<file path="config.mk">
export PLATFORM = sky130hd
export DESIGN_NAME = adder_accum
export DESIGN_NICKNAME = d
export VERILOG_FILES = /design/src/rtl/adder_accum.sv
export SDC_FILE = /design/constraint.sdc
export NUM_CORES = 1
export LEC_CHECK = 0
export CORE_MARGIN = 2
export CORE_UTILIZATION = 57
export DETAILED_ROUTE_END_ITERATION = 10
export PLACE_DENSITY_LB_ADDON = 0.08
export SYNTH_ARGS = -nofsm -noshare
export SYNTH_HDL_FRONTEND = slang
export SYNTH_SLANG_ARGS = --single-unit
</file>
<file path="constraint.sdc">
create_clock -name clk -period 7 [get_ports clk]
set_clock_uncertainty 0.2 [all_clocks]
set_input_delay 1.4 -clock clk [delete_from_list [all_inputs] [get_ports clk]]
set_output_delay 1.4 -clock clk [all_outputs]
set_load 0.05 [all_outputs]
</file>
<file path="src/rtl/adder_accum.sv">
`default_nettype none
// +--------------------------------------------------------------------------+
// | adder_accum : valid/ready burst accumulator around the 8-bit adder.      |
// | Option macro: ADDER_ACCUM_SAT_EN (saturating accumulate).  Rev 1.0       |
// +--------------------------------------------------------------------------+

module adder (
    input  logic [7:0] a_in,
    input  logic [7:0] b_in,
    output logic [7:0] sum
);
    assign sum = a_in + b_in;
endmodule

module adder_accum #(
    parameter int BURST_LEN = 4
) (
    input  logic       clk,
    input  logic       rst_n,
    input  logic       in_valid,
    output logic       in_ready,
    input  logic [7:0] in_data,
    input  logic       in_last,
    output logic       out_valid,
    input  logic       out_ready,
    output logic [7:0] out_sum,
    output logic       out_ovf,
    output logic [7:0] out_count
);

    localparam logic [7:0] c_burst_len = 8'(BURST_LEN);

    typedef enum logic [1:0] {
        S_IDLE  = 2'd0,
        S_ACCUM = 2'd1,
        S_HOLD  = 2'd2
    } state_t;

    state_t     state_q, state_d;
    logic [7:0] acc_q, acc_d;
    logic [7:0] count_q, count_d;
    logic       ovf_q, ovf_d;
    logic       in_ready_q, in_ready_d;
    logic [7:0] out_sum_q, out_sum_d;
    logic       out_ovf_q, out_ovf_d;
    logic [7:0] out_count_q, out_count_d;

    logic [7:0] w_nsum;
    logic       w_carry;
    logic       w_accept;
    logic [7:0] w_count_inc;
    logic       w_end;
    logic [7:0] w_acc_upd;

    adder u_adder (
        .a_in (acc_q),
        .b_in (in_data),
        .sum  (w_nsum)
    );

    // Carry out of bit 7 recovered from the operand MSBs and the wrapped sum.
    assign w_carry     = (acc_q[7] & in_data[7]) | ((acc_q[7] ^ in_data[7]) & ~w_nsum[7]);
    assign w_accept    = in_valid & in_ready_q;
    assign w_count_inc = count_q + 8'd1;
    assign w_end       = in_last | (w_count_inc == c_burst_len);

`ifdef ADDER_ACCUM_SAT_EN
    // Once a burst has overflowed the accumulator stays pinned at full scale.
    assign w_acc_upd = (w_carry | ovf_q) ? 8'hFF : w_nsum;
`else
    assign w_acc_upd = w_nsum;
`endif

    always_comb begin
        state_d     = state_q;
        acc_d       = acc_q;
        count_d     = count_q;
        ovf_d       = ovf_q;
        out_sum_d   = out_sum_q;
        out_ovf_d   = out_ovf_q;
        out_count_d = out_count_q;
        case (state_q)
            S_IDLE, S_ACCUM: begin
                if (w_accept) begin
                    acc_d   = w_acc_upd;
                    count_d = w_count_inc;
                    ovf_d   = ovf_q | w_carry;
                    if (w_end) begin
                        state_d     = S_HOLD;
                        out_sum_d   = w_acc_upd;
                        out_ovf_d   = ovf_q | w_carry;
                        out_count_d = w_count_inc;
                    end else begin
                        state_d = S_ACCUM;
                    end
                end
            end
            S_HOLD: begin
                if (out_ready) begin
                    state_d = S_IDLE;
                    acc_d   = 8'h00;
                    count_d = 8'h00;
                    ovf_d   = 1'b0;
                end
            end
            default: begin
                state_d = S_IDLE;
                acc_d   = 8'h00;
                count_d = 8'h00;
                ovf_d   = 1'b0;
            end
        endcase
        in_ready_d = (state_d != S_HOLD);
    end

    always_ff @(posedge clk) begin
        if (!rst_n) begin
            state_q     <= S_IDLE;
            acc_q       <= 8'h00;
            count_q     <= 8'h00;
            ovf_q       <= 1'b0;
            in_ready_q  <= 1'b0;
            out_sum_q   <= 8'h00;
            out_ovf_q   <= 1'b0;
            out_count_q <= 8'h00;
        end else begin
            state_q     <= state_d;
            acc_q       <= acc_d;
            count_q     <= count_d;
            ovf_q       <= ovf_d;
            in_ready_q  <= in_ready_d;
            out_sum_q   <= out_sum_d;
            out_ovf_q   <= out_ovf_d;
            out_count_q <= out_count_d;
        end
    end

    assign in_ready  = in_ready_q;
    assign out_valid = (state_q == S_HOLD);
    assign out_sum   = out_sum_q;
    assign out_ovf   = out_ovf_q;
    assign out_count = out_count_q;

endmodule

`default_nettype wire

</file>
==> out/summary.log <==
INFO  hold_path      hp-start=out_count[4]
INFO  drt            via_count=1734
INFO  global_route   grt_start_max_net_pins=26
INFO  clock_tree     ctsHoldBuffers=0
INFO  pwr            combinational_group_share_of_total_power=21.8%
INFO  logic_synthesis synth_top_flop_cell=sky130_fd_sc_hd__dfxtp_1
INFO  timing         min_period=4.02ns
INFO  timing         slew_headroom=46.5%
INFO  floorplanning  die-area=3890squm
INFO  logic_synthesis ys_top_cells_by_area=sky130_fd_sc_hd__dfxtp_1 (38%), sky130_fd_sc_hd__a21oi_1 (5.9%), sky130_fd_sc_hd__nand2_1 (5.4%)
INFO  logic_synthesis synth_enable_flop_cells=0
INFO  floorplanning  design.core.area=3310squm
INFO  clock_tree     cts_root_buffer=sky130_fd_sc_hd__clkbuf_4
INFO  logic_synthesis synth_seq_cells=37
INFO  timing         hold_viol=0
INFO  drt            drtPass1Iterations=4
INFO  drt            viasPerCell=5.94
INFO  logic_synthesis synth.top_cell.area_share=38.1%
INFO  cells_and_area area_delta_synth_final=17.6%
INFO  logic_synthesis yosysTopAreaCell=sky130_fd_sc_hd__dfxtp_1
INFO  logic_synthesis synth-seq-area-share=38.1%
INFO  clock_tree     insertion_delay=0.34ns
INFO  worst_setup_path crit-reg2reg-launch=count_q[0]
INFO  floorplanning  initial_core_util=58.7%
INFO  outcome        run_status=complete, no violations
INFO  hold_path      min-delay-path-class=reg2reg
INFO  global_route   first_global_vias=1711
INFO  place          port_buffers=31
INFO  place          final_weighted_congestion_in_routability_driven_placement=0.873
INFO  worst_setup_path timing.critical_path.to_type=flop
INFO  pwr            p_switching=0.132mW
INFO  logic_synthesis asyncSetResetFlopFracSynth=0%
INFO  worst_setup_path crit_path_max_incr_delay=0.47ns
INFO  cells_and_area layout.core_utilization=69.0%
INFO  timing         fin_tns_setup=0ns
INFO  clock_tree     tritoncts_num_sinks=37
INFO  clock_tree     max-clock-path-buffers=2
INFO  floorplanning  die_x=62.4um
INFO  worst_setup_path crit_path_top_delay_cell=sky130_fd_sc_hd__fa_1
INFO  worst_setup_path cp_data_arrival_time=4.09ns
INFO  timing         fmax=249MHz
INFO  job            max_cap_violations=0
INFO  clock_tree     path_clk_slew=0.11ns
INFO  cells_and_area final_layout_size_suffix_gt1_share=4.07%
INFO  hold_path      min_to=out_count[4]
INFO  timing         finalSetupViolations=0
INFO  cells_and_area inserted_diodes=0
INFO  clock_tree     clock_tree_from_tritoncts=yes
INFO  logic_synthesis syn-mean-instance-area=8.83squm
INFO  worst_setup_path peak_fanout_along_the_critical_path=3
INFO  worst_setup_path worst-r2r-setup-slack=3.99ns
INFO  floorplanning  rows=21
INFO  pwr            total_leakage_power=0.874nW
INFO  worst_setup_path r2r_cells=5
INFO  worst_setup_path required=7.07ns
INFO  cells_and_area num-fill-cells=275
INFO  worst_setup_path cp_cell_sequence=clkdlybuf4s50_1 -> ha_1 -> a211o_1 -> a211oi_1 -> o21bai_1 -> a21oi_1 -> fa_1 -> nor3_1 -> a21oi_1 -> nor2_1
INFO  clock_tree     cts.repair_timing.setup_buffer_count=0
INFO  place          detailed_placement_wirelength_estimate=3130um
INFO  pwr            internal-power=0.294mW
INFO  clock_tree     htree_num_levels=2
INFO  logic_synthesis yosys.cell_types.count=43
INFO  global_route   total_global_routing_track_utilization=23.9%
INFO  worst_setup_path crit_cells=10
INFO  logic_synthesis syn-instance-count=220
INFO  clock_tree     number_of_buffers_added_by_the_clock_tree_synthesis_step=5
INFO  logic_synthesis mappedNetlistArea=1940squm
INFO  worst_setup_path criticalPathCategory=in2reg
INFO  cells_and_area design.final.nets=268
INFO  timing         final.period_utilization=57.4%
INFO  worst_setup_path end_of_the_worst_register_to_register_path=out_sum[6]
INFO  worst_setup_path crit_top_cell=sky130_fd_sc_hd__a21oi_1
INFO  logic_synthesis synth.yosys.warnings=0
INFO  global_route   global_route_wire_length_before_repair=7490um
INFO  global_route   sum_of_overflow_across_all_layers_after_global_routing=0
INFO  clock_tree     post_cts_resize_count=0
INFO  pwr            vdd_drop_max=0.0952mV
INFO  pwr            power_switching_share=31.0%
INFO  floorplanning  die_y=62.4um
INFO  drt            drt-total-wl=4360um
INFO  pwr            power.clock.fraction=25.3%
INFO  worst_setup_path startpoint_type=primary input
INFO  timing         rsz_0062_raised_after_global_routing=false
INFO  pwr            power_frac_seq=52.9%
INFO  pwr            cellPowerDensity=187nW/um^2
INFO  floorplanning  floorplan.io_pins=32
INFO  global_route   antenna_violations_before_repair=0
INFO  drt            drt-initial-drc-count=110
INFO  hold_path      hold_depth=2
INFO  worst_setup_path worst-path-buf-inv=1
INFO  drt            wl_per_cell=14.9um
INFO  timing         drv_slew=0
INFO  drt            drtAntennaViolNets=0
INFO  drt            drcViolationCount=0
INFO  worst_setup_path timing.critical_path.max_delay_family=compound AO/OA/AOI/OAI gates
INFO  logic_synthesis synth_nets=243
INFO  timing         worstMarginPinSlew=0.802ns
INFO  timing         timing.hold.ws=0.260ns
-- flip-flops by register name (all words and copies together) (netlist names) --
register   cells
acc_q          8
count_q        8
in_ready       1
out_count      8
out_ovf        1
out_sum        8
ovf_q          1
state_q        2
-- power by group through the flow --
stage,clock network [mW],registers (mW),logic (mW)
floorplan,0,0.244,0.0503
global placement,0,0.230,0.0902
detailed placement,0,0.230,0.0924
CTS,0.112,0.225,0.0927
global route,0.122,0.227,0.101
finish,0.108,0.226,0.0927
-- cells in the mapped netlist, drive strengths merged (2+ instances only) --
master / n
a211o: 4
o21a: 6
nor2b: 3
xnor2: 3
ha: 8
a31oi: 2
buf: 4
o2111ai: 2
fa: 2
xor2: 2
clkbuf: 10
inv: 7
or3: 3
o31ai: 2
nor2: 10
o21ai: 10
a21oi: 23
and2: 2
dfxtp: 37
a21o: 2
nand4: 3
mux2i: 8
nor3: 5
nand2: 28
and4: 2
nand3b: 6
a211oi: 6
nand3: 6
o211a: 2
a32oi: 2
-- cells in the final DEF, fill, tap and decap left out, types with 3 or more instances in the layout --
master,n
sky130_fd_sc_hd__nand3_1,6
sky130_fd_sc_hd__dfxtp_1,37
sky130_fd_sc_hd__mux2i_1,8
sky130_fd_sc_hd__clkdlybuf4s50_1,31
sky130_fd_sc_hd__ha_1,8
sky130_fd_sc_hd__clkbuf_4,5
sky130_fd_sc_hd__nand3b_1,6
sky130_fd_sc_hd__a211o_1,4
sky130_fd_sc_hd__o21a_1,6
sky130_fd_sc_hd__or3_1,3
sky130_fd_sc_hd__nor2b_1,3
sky130_fd_sc_hd__nand4_1,3
sky130_fd_sc_hd__inv_1,7
sky130_fd_sc_hd__nor3_1,5
sky130_fd_sc_hd__o21ai_0,9
sky130_fd_sc_hd__a211oi_1,6
sky130_fd_sc_hd__xnor2_1,3
sky130_fd_sc_hd__nand2_1,28
sky130_fd_sc_hd__a21oi_1,23
sky130_fd_sc_hd__nor2_1,10
-- worst min-delay path: stages, from the launching register on --
cell and delay [ns]:
sky130_fd_sc_hd__dfxtp_1 0.33, sky130_fd_sc_hd__nand2_1 0.05, sky130_fd_sc_hd__o21ai_1 0.05
-- cell type report --
type / instances / area [sq um] / share of cell area [%]
clock buffer: 6 / 41.3 / 1.81
inverter: 7 / 26.3 / 1.15
timing repair buffer: 32 / 318 / 13.9
clock inverter: 2 / 10.0 / 0.438
tap: 46 / 57.6 / 2.52
multi-input combinational: 162 / 1090 / 47.8
sequential: 37 / 741 / 32.4
-- logic make-up (layout without fill, tap and decap cells) --
family / count (synthesis) / in the layout / synth area share [%]
flops: 37 / 37 / 38.1
fa+ha+maj: 10 / 10 / 7.21
simple gates: 70 / 70 / 18.0
compound gates: 69 / 69 / 24.5
xor+xnor: 5 / 5 / 2.25
buf+inv: 21 / 47 / 5.73
mux: 8 / 8 / 4.12
-- worst max path at each step --
stage / startpoint / to
6_report: in_data[1] / acc_q[7]
5_1_grt: in_data[1] / acc_q[7]
4_1_cts: in_data[1] / acc_q[7]
3_5_place_dp: in_data[1] / acc_q[7]
3_3_place_gp: in_data[1] / acc_q[7]
2_1_floorplan: in_data[1] / acc_q[7]
-- routing by layer --
layer	up-vias	global-route usage, %	wire, um
li1	851	-	-
met5	-	0	0
met4	0	7.50	59
met3	8	5.23	198
met2	44	44.3	2270
met1	831	27.3	1830
-- metrics by stage --
| step | instance area [sq um] | std cells | power, mW | worst slack (ns) |
|---|---|---|---|---|
| 2_1_floorplan | 1940 | 220 | 0.294 | 3.41 |
| 3_3_place_gp | 2230 | 284 | 0.320 | 2.78 |
| 3_5_place_dp | 2230 | 284 | 0.323 | 2.64 |
| 4_1_cts | 2280 | 292 | 0.430 | 3.00 |
| 5_1_grt | 2280 | 292 | 0.449 | 2.78 |
| 6_report | 2280 | 292 | 0.426 | 2.98 |
Power figures use the tool's default switching activity.
